[src/rtl/encoder_8_3_pkg.sv]
// -----------------------------------------------------------------------------
// encoder_8_3_pkg
//
// Purpose : shared definitions for the 8-to-3 priority encoder slice
//           (encoder_8_3 top and its input_filter sub-module). Holds the
//           code/input widths, default stability-window parameters and the
//           packed type used for the registered output code.
//
// Contents:
//   ENC_CODE_W      width of the encoded index (3)
//   ENC_IN_W        number of request lines (8)
//   ENC_CNT_MAX_DEF default stability window, 20 ms at 50 MHz
//   ENC_CNT_W_DEF   default stability counter width
//   enc_code_t      {valid, idx} pair as presented on the outputs
// -----------------------------------------------------------------------------
package encoder_8_3_pkg;

    localparam int unsigned ENC_CODE_W      = 3;
    localparam int unsigned ENC_IN_W        = 8;
    localparam int unsigned ENC_CNT_MAX_DEF = 999_999;
    localparam int unsigned ENC_CNT_W_DEF   = 20;

    typedef struct packed {
        logic                  valid;
        logic [ENC_CODE_W-1:0] idx;
    } enc_code_t;

endpackage : encoder_8_3_pkg

[src/rtl/encoder_8_3_input_filter.sv]
// -----------------------------------------------------------------------------
// input_filter
//
// Purpose : brings 8 asynchronous request lines into the sys_clk domain and
//           only passes a new value on once it has been stable for CNT_MAX+1
//           consecutive synchronized samples (switch/key debounce).
//
// Parameters:
//   CNT_MAX  stable cycles required before a value is accepted
//   CNT_W    stability counter width, 2**CNT_W > CNT_MAX
//
// Ports:
//   sys_clk    in   system clock, rising edge
//   sys_rst_n  in   asynchronous active-low reset
//   in[7:0]    in   raw asynchronous request lines
//   flt[7:0]   out  filtered (accepted) request vector
// -----------------------------------------------------------------------------
module input_filter
    import encoder_8_3_pkg::*;
#(
    parameter int unsigned CNT_MAX = ENC_CNT_MAX_DEF,
    parameter int unsigned CNT_W   = ENC_CNT_W_DEF
) (
    input  logic                sys_clk,
    input  logic                sys_rst_n,
    input  logic [ENC_IN_W-1:0] in,
    output logic [ENC_IN_W-1:0] flt
);

    localparam logic [CNT_W-1:0] CNT_TOP  = CNT_W'(CNT_MAX);
    // Loading one count before saturation gives exactly one load per stable
    // episode: once cnt sits at CNT_TOP the load condition can never recur.
    localparam logic [CNT_W-1:0] CNT_LOAD = CNT_W'(CNT_MAX - 1);

    // in_d1/in_d2 are the metastability pair; in_d3 is a delayed copy of
    // in_d2 used only to detect a change between consecutive samples.
    logic [ENC_IN_W-1:0] in_d1_q;
    logic [ENC_IN_W-1:0] in_d2_q;
    logic [ENC_IN_W-1:0] in_d3_q;

    logic [CNT_W-1:0]    cnt_q;
    logic [CNT_W-1:0]    cnt_d;
    logic [ENC_IN_W-1:0] flt_q;
    logic [ENC_IN_W-1:0] flt_d;
    logic                stable;

    assign stable = (in_d2_q == in_d3_q);

    // Stability counter: restart on any change, otherwise count up and
    // saturate at CNT_TOP so a long steady input never wraps.
    always_comb begin
        cnt_d = cnt_q;
        if (!stable) begin
            cnt_d = '0;
        end else if (cnt_q < CNT_TOP) begin
            cnt_d = cnt_q + 1'b1;
        end
    end

    always_comb begin
        flt_d = flt_q;
        if (stable && (cnt_q == CNT_LOAD)) begin
            flt_d = in_d2_q;
        end
    end

    always_ff @(posedge sys_clk or negedge sys_rst_n) begin
        if (!sys_rst_n) begin
            in_d1_q <= '0;
            in_d2_q <= '0;
            in_d3_q <= '0;
            cnt_q   <= '0;
            flt_q   <= '0;
        end else begin
            in_d1_q <= in;
            in_d2_q <= in_d1_q;
            in_d3_q <= in_d2_q;
            cnt_q   <= cnt_d;
            flt_q   <= flt_d;
        end
    end

    assign flt = flt_q;

endmodule : input_filter

[src/rtl/encoder_8_3.sv]
// -----------------------------------------------------------------------------
// encoder_8_3
//
// Purpose : sequential 8-to-3 priority encoder for board switches/keys.
//           Requests are synchronized and debounced by input_filter, then the
//           index of the highest set bit is registered together with a valid
//           flag and a one-cycle change pulse.
//
// Parameters:
//   CNT_MAX  stable cycles required before a new input is accepted
//   CNT_W    stability counter width, 2**CNT_W > CNT_MAX
//
// Ports:
//   sys_clk    in   system clock, rising edge
//   sys_rst_n  in   asynchronous active-low reset
//   in[7:0]    in   asynchronous request lines, in[7] highest priority
//   out[2:0]   out  index of highest set filtered bit, 0 when none set
//   valid      out  filtered input is non-zero
//   err        out  (only with ENCODER_MULTI_CHK_EN) two or more bits set
//   chg        out  one-cycle pulse when the registered outputs change
//
// Build option:
//   ENCODER_MULTI_CHK_EN  adds the err output; chg then also reacts to err.
// -----------------------------------------------------------------------------
module encoder_8_3
    import encoder_8_3_pkg::*;
#(
    parameter int unsigned CNT_MAX = ENC_CNT_MAX_DEF,
    parameter int unsigned CNT_W   = ENC_CNT_W_DEF
) (
    input  logic                  sys_clk,
    input  logic                  sys_rst_n,
    input  logic [ENC_IN_W-1:0]   in,
    output logic [ENC_CODE_W-1:0] out,
    output logic                  valid,
`ifdef ENCODER_MULTI_CHK_EN
    output logic                  err,
`endif
    output logic                  chg
);

    logic [ENC_IN_W-1:0] flt;

    input_filter #(
        .CNT_MAX (CNT_MAX),
        .CNT_W   (CNT_W)
    ) u_input_filter (
        .sys_clk   (sys_clk),
        .sys_rst_n (sys_rst_n),
        .in        (in),
        .flt       (flt)
    );

    // Later iterations overwrite earlier ones, so the highest set bit wins.
    function automatic logic [ENC_CODE_W-1:0] prio_idx(input logic [ENC_IN_W-1:0] v);
        logic [ENC_CODE_W-1:0] idx;
        idx = '0;
        for (int i = 0; i < int'(ENC_IN_W); i++) begin
            if (v[i]) begin
                idx = ENC_CODE_W'(i);
            end
        end
        return idx;
    endfunction

`ifdef ENCODER_MULTI_CHK_EN
    // Clearing the lowest set bit leaves something only if 2+ bits were set.
    function automatic logic multi_hot(input logic [ENC_IN_W-1:0] v);
        return (v & (v - ENC_IN_W'(1))) != '0;
    endfunction
`endif

    enc_code_t code_q;
    enc_code_t code_d;
    logic      chg_q;
    logic      chg_d;

`ifdef ENCODER_MULTI_CHK_EN
    logic      err_q;
    logic      err_d;

    always_comb begin
        code_d.valid = |flt;
        code_d.idx   = prio_idx(flt);
        err_d        = multi_hot(flt);
        chg_d        = (code_d != code_q) || (err_d != err_q);
    end

    always_ff @(posedge sys_clk or negedge sys_rst_n) begin
        if (!sys_rst_n) begin
            err_q <= 1'b0;
        end else begin
            err_q <= err_d;
        end
    end

    assign err = err_q;
`else
    always_comb begin
        code_d.valid = |flt;
        code_d.idx   = prio_idx(flt);
        chg_d        = (code_d != code_q);
    end
`endif

    always_ff @(posedge sys_clk or negedge sys_rst_n) begin
        if (!sys_rst_n) begin
            code_q <= '0;
            chg_q  <= 1'b0;
        end else begin
            code_q <= code_d;
            chg_q  <= chg_d;
        end
    end

    assign out   = code_q.idx;
    assign valid = code_q.valid;
    assign chg   = chg_q;

endmodule : encoder_8_3

[config.mk]
export PLATFORM = sky130hd
export DESIGN_NAME = encoder_8_3
export DESIGN_NICKNAME = d
export VERILOG_FILES = /design/src/rtl/encoder_8_3_pkg.sv /design/src/rtl/encoder_8_3_input_filter.sv /design/src/rtl/encoder_8_3.sv
export SDC_FILE = /design/constraint.sdc
export NUM_CORES = 1
export LEC_CHECK = 0
export CORE_ASPECT_RATIO = 1.5
export CORE_UTILIZATION = 52
export CTS_CLUSTER_SIZE = 14
export DETAILED_ROUTE_END_ITERATION = 8
export PLACE_DENSITY = 0.82
export SETUP_SLACK_MARGIN = 0.2
export SLEW_MARGIN = 20
export SYNTH_ARGS = -nofsm -noshare
export SYNTH_HDL_FRONTEND = slang
export SYNTH_SLANG_ARGS = --single-unit
export TNS_END_PERCENT = 10
[constraint.sdc]
create_clock -name sys_clk -period 2 [get_ports sys_clk]
set_clock_uncertainty 0.1 [all_clocks]
set_input_delay 0.5 -clock sys_clk [delete_from_list [all_inputs] [get_ports sys_clk]]
set_output_delay 0.5 -clock sys_clk [all_outputs]
set_load 0.03 [all_outputs]
==> metrics.log <==
INFO  metric outcome = finished with violations
INFO  metric failed_checks = design-rule violations, negative setup slack
INFO  metric critical_path_arrival = 2.22 ns
INFO  metric ant_nets = 0
INFO  metric critical_setup_path_class = register to register
INFO  metric initial_utilization = ~55%
INFO  metric place.detailed.hpwl = 3110 um
INFO  metric path_delay_family = simple AND/OR/NAND/NOR gates
INFO  metric post_route_cells_drive_above_1_share = 34.25%
INFO  metric synth_area = roughly 2400 um^2
INFO  metric numCtsBuffers = 9
INFO  metric crit_path_cell_trace = nand4_1 -> nor4_4 -> and2_4 -> nor4b_4 -> buf_6 -> mux2_2
INFO  metric design.core.area = 4318 um^2
INFO  metric detail_route.first_pass.iterations = 6
INFO  metric clock_tree.root_cell = sky130_fd_sc_hd__clkbuf_8
INFO  metric max-clock-path-buffers = 2
INFO  metric core.rowCount = 29
INFO  metric number_of_antenna_violations_at_the_first_check_in_global_routing = 0
INFO  metric hold_violations = 0
INFO  metric asyncSetResetFlopFracSynth = 100.0%
INFO  metric ys_dominant_reg_cell = sky130_fd_sc_hd__dfrtp_1
INFO  metric buffers_and_inverters_on_the_worst_path = 1
INFO  metric detailroute.via_count = 1772
INFO  metric synth_sequential_area_ratio = 59.91%
INFO  metric clkTransAtPathRegs = 0.06 ns
INFO  metric syn-instance-count = 201
INFO  metric crit-reg2reg-launch = u_input_filter.cnt_q[16]
INFO  metric grt_setup_unrepaired = true
INFO  metric vdd_drop_max = 555.3 uV
INFO  metric reg2reg_slack = -0.11 ns
INFO  metric grt_usage = 23.67%
INFO  metric dieWidth = 57.25 um
INFO  metric io-pin-count = 15
INFO  metric timing.critical_path.fanout_max = 8
INFO  metric cp_slowest_stage_delay = 0.39 ns
INFO  metric drt_iter0_drc = 96
INFO  metric grt_start_max_net_pins = just under 60
INFO  metric synth_cell_type_count = 38
INFO  metric startpoint_type = register
INFO  metric setup_slack = -0.1103 ns
INFO  metric layout-area-overhead-vs-synth = 33.32%
INFO  metric tritoncts = yes
INFO  metric syn_nets = 213
INFO  metric crit_path_top_delay_cell = sky130_fd_sc_hd__dfrtp_1
INFO  metric routabilityCongestion = between 0.8 and 0.9
INFO  metric fin_area = between 3000 and 4000 um^2
INFO  metric holdWs = slightly below 0.06 ns
INFO  metric worstSkewPairLatency = roughly 0.32 ns
INFO  metric via_per_inst = about 5.9
INFO  metric worst_r2r_path_depth = 6
INFO  metric final.period_utilization = 105.5%
INFO  metric finalNonFillerCells = 300
INFO  metric synth.ff_latch_count = 57
INFO  metric grt_pass1_wl = 8500 um
INFO  metric num_antenna_cells = 0
INFO  metric dpl-instance-area = 2765 um^2
INFO  metric worstSetupEndpointType = register
INFO  metric grt_overflow_total = 0
INFO  metric dpl_worst_slack = -0.1941 ns
INFO  metric slew_violations = 0
INFO  metric mean_syn_cell_area = 11.85 um^2
INFO  metric max_capacitance_violation_count = 0
INFO  metric max-slew-margin-rel = between 70% and 80%
INFO  metric post-place-cells = 283
INFO  metric htree_levels = 3
INFO  metric die_height = 84.88 um
INFO  metric r2r_end = u_input_filter.flt[5]
INFO  metric max_clock_freq = 0.4739 GHz
INFO  metric timing.final.crit_period = 2.110 ns
INFO  metric finalSetupViolCount = 8
INFO  metric total_power = approximately 2500 uW
INFO  metric vias_in_the_first_global_route = 1884
INFO  metric final_net_count = approximately 260
INFO  metric cellPowerDensity = between 700 and 800 nW/um^2
INFO  metric worst-slew-pin-transition = about 0.38 ns
INFO  metric p_leak = 0.001380 uW
INFO  metric totalWireLength = around 5300 um
INFO  metric port-buffer-count = 14
INFO  metric worst_hold_path_type = input port to async pin
INFO  metric clock_sink_count = 57
INFO  metric synth_edf_count = 0
INFO  metric detail_route.wl_per_cell = roughly 18 um
INFO  metric fp.dieArea = a little under 5000 um^2
INFO  metric post-route-drc-count = 1
INFO  metric cp_data_required_time = 2.11 ns
INFO  metric yosys_warnings = 0
-- synth_stat cells, types with 2 or more instances --
master / count / share of area, %
sky130_fd_sc_hd__nor2_1: 24 / 3.8
sky130_fd_sc_hd__nand3_1: 10 / 2.1
sky130_fd_sc_hd__or3_1: 2 / 0.53
sky130_fd_sc_hd__a21oi_1: 7 / 1.5
sky130_fd_sc_hd__nor4_1: 3 / 0.79
sky130_fd_sc_hd__nand2_1: 11 / 1.7
sky130_fd_sc_hd__clkbuf_1: 2 / 0.32
sky130_fd_sc_hd__nor2b_1: 2 / 0.53
sky130_fd_sc_hd__o21ai_0: 3 / 0.63
sky130_fd_sc_hd__xor2_1: 17 / 6.3
sky130_fd_sc_hd__nor3_1: 3 / 0.63
sky130_fd_sc_hd__xnor2_1: 6 / 2.2
sky130_fd_sc_hd__o31ai_1: 2 / 0.63
sky130_fd_sc_hd__nand4_1: 10 / 2.6
sky130_fd_sc_hd__a31oi_1: 3 / 0.79
sky130_fd_sc_hd__dfrtp_1: 57 / 60
sky130_fd_sc_hd__a211oi_1: 4 / 1.3
sky130_fd_sc_hd__inv_1: 7 / 1.1
sky130_fd_sc_hd__ha_1: 2 / 1.1
sky130_fd_sc_hd__mux2_2: 8 / 3.8
-- per-stage QoR --
| step | util, % | TNS (ns) |
|---|---|---|
| after floorplan | - | 0 |
| after global placement | 64.04 | -1.537 |
| after detailed placement | 64.04 | -1.472 |
| after CTS | 70.96 | -0.8216 |
| after global routing | 73.51 | -1.698 |
| final | 73.51 | -0.7667 |
-- report_power, final --
group | leakage [uW] | switching, uW | internal (uW)
Combinational | 0.000529 | 37.6 | 34.3
Sequential | 0.000736 | 13.8 | 1180
Clock | 0.000116 | 418 | 797
-- worst register-to-register path, stage by stage (launching register included) --
cell	delay, ns
sky130_fd_sc_hd__dfrtp_1	0.39
sky130_fd_sc_hd__nand4_1	0.27
sky130_fd_sc_hd__nor4_4	0.28
sky130_fd_sc_hd__and2_4	0.21
sky130_fd_sc_hd__nor4b_4	0.22
sky130_fd_sc_hd__buf_6	0.18
sky130_fd_sc_hd__mux2_2	0.35
-- cell usage in the layout, fill, tap and decap left out, types with 5 or more instances in the layout --
| cell | netlist | final |
|---|---|---|
| sky130_fd_sc_hd__clkdlybuf4s50_1 | 0 | 8 |
| sky130_fd_sc_hd__xnor2_1 | 6 | 6 |
| sky130_fd_sc_hd__nand2_1 | 11 | 9 |
| sky130_fd_sc_hd__nand4_1 | 10 | 10 |
| sky130_fd_sc_hd__mux2_2 | 8 | 7 |
| sky130_fd_sc_hd__clkbuf_8 | 0 | 12 |
| sky130_fd_sc_hd__inv_1 | 7 | 7 |
| sky130_fd_sc_hd__dlygate4sd2_1 | 0 | 5 |
| sky130_fd_sc_hd__xor2_1 | 17 | 17 |
| sky130_fd_sc_hd__nand3_1 | 10 | 7 |
| sky130_fd_sc_hd__buf_4 | 0 | 22 |
| sky130_fd_sc_hd__dfrtp_1 | 57 | 54 |
| sky130_fd_sc_hd__nor2_1 | 24 | 20 |
-- routing by layer --
layer	vias up	wire length [um]	share of wire (%)	GRT usage, %
li1	808	-	-	-
met1	892	2040	39	25.41
met2	54	2896	55	41.07
met3	18	199	3.8	5.640
met4	0	151	2.9	14.86
met5	-	0	0	0
-- worst max path at each step --
stage                              start  depth (start not counted)               endpoint  slack [ns]
2_1_floorplan   u_input_filter.cnt_q[12]                          5  u_input_filter.flt[0]       0.004
3_3_place_gp   u_input_filter.in_d2_q[0]                          6  u_input_filter.flt[5]       -0.19
3_5_place_dp   u_input_filter.in_d2_q[0]                          6  u_input_filter.flt[5]       -0.19
4_1_cts        u_input_filter.in_d2_q[1]                          6  u_input_filter.flt[2]       -0.11
5_1_grt         u_input_filter.cnt_q[16]                          6  u_input_filter.flt[1]       -0.22
6_report        u_input_filter.cnt_q[16]                          6  u_input_filter.flt[5]       -0.11
-- final cells by class --
cell class,count,area [um^2]
Sequential cell,57,1430
Fill cell,255,1144
Multi-Input combinational cell,134,1072
Timing Repair Buffer,41,359.1
Clock buffer,13,168.9
Clock inverter,2,60.06
Tap cell,46,57.56
Inverter,7,26.28
-- cells by family after synthesis --
logic type	count (synthesis)	share of synthesized area, %
buffers and inverters	10	1.629
multiplexers	8	3.784
adder cells (fa/ha/maj)	2	1.051
AO/OA/AOI/OAI	24	6.936
AND/OR/NAND/NOR	77	18.23
XOR/XNOR	23	8.460
flip-flops	57	59.91
-- flip-flops by register name, summed over array words and instances (netlist names) --
register / cells
u_input_filter.in_d3_q: 8
u_input_filter.in_d1_q: 8
valid: 1
u_input_filter.cnt_q: 20
out: 3
chg: 1
u_input_filter.in_d2_q: 8
u_input_filter.flt: 8
-- timing repair --
action	in CTS	in global routing
buffers inserted	1	1
setup endpoints to repair	23	29
pin swaps	17	40
resized for setup	19	24
hold endpoints to repair	0	0
hold buffers	0	0
Power figures use the tool's default switching activity.
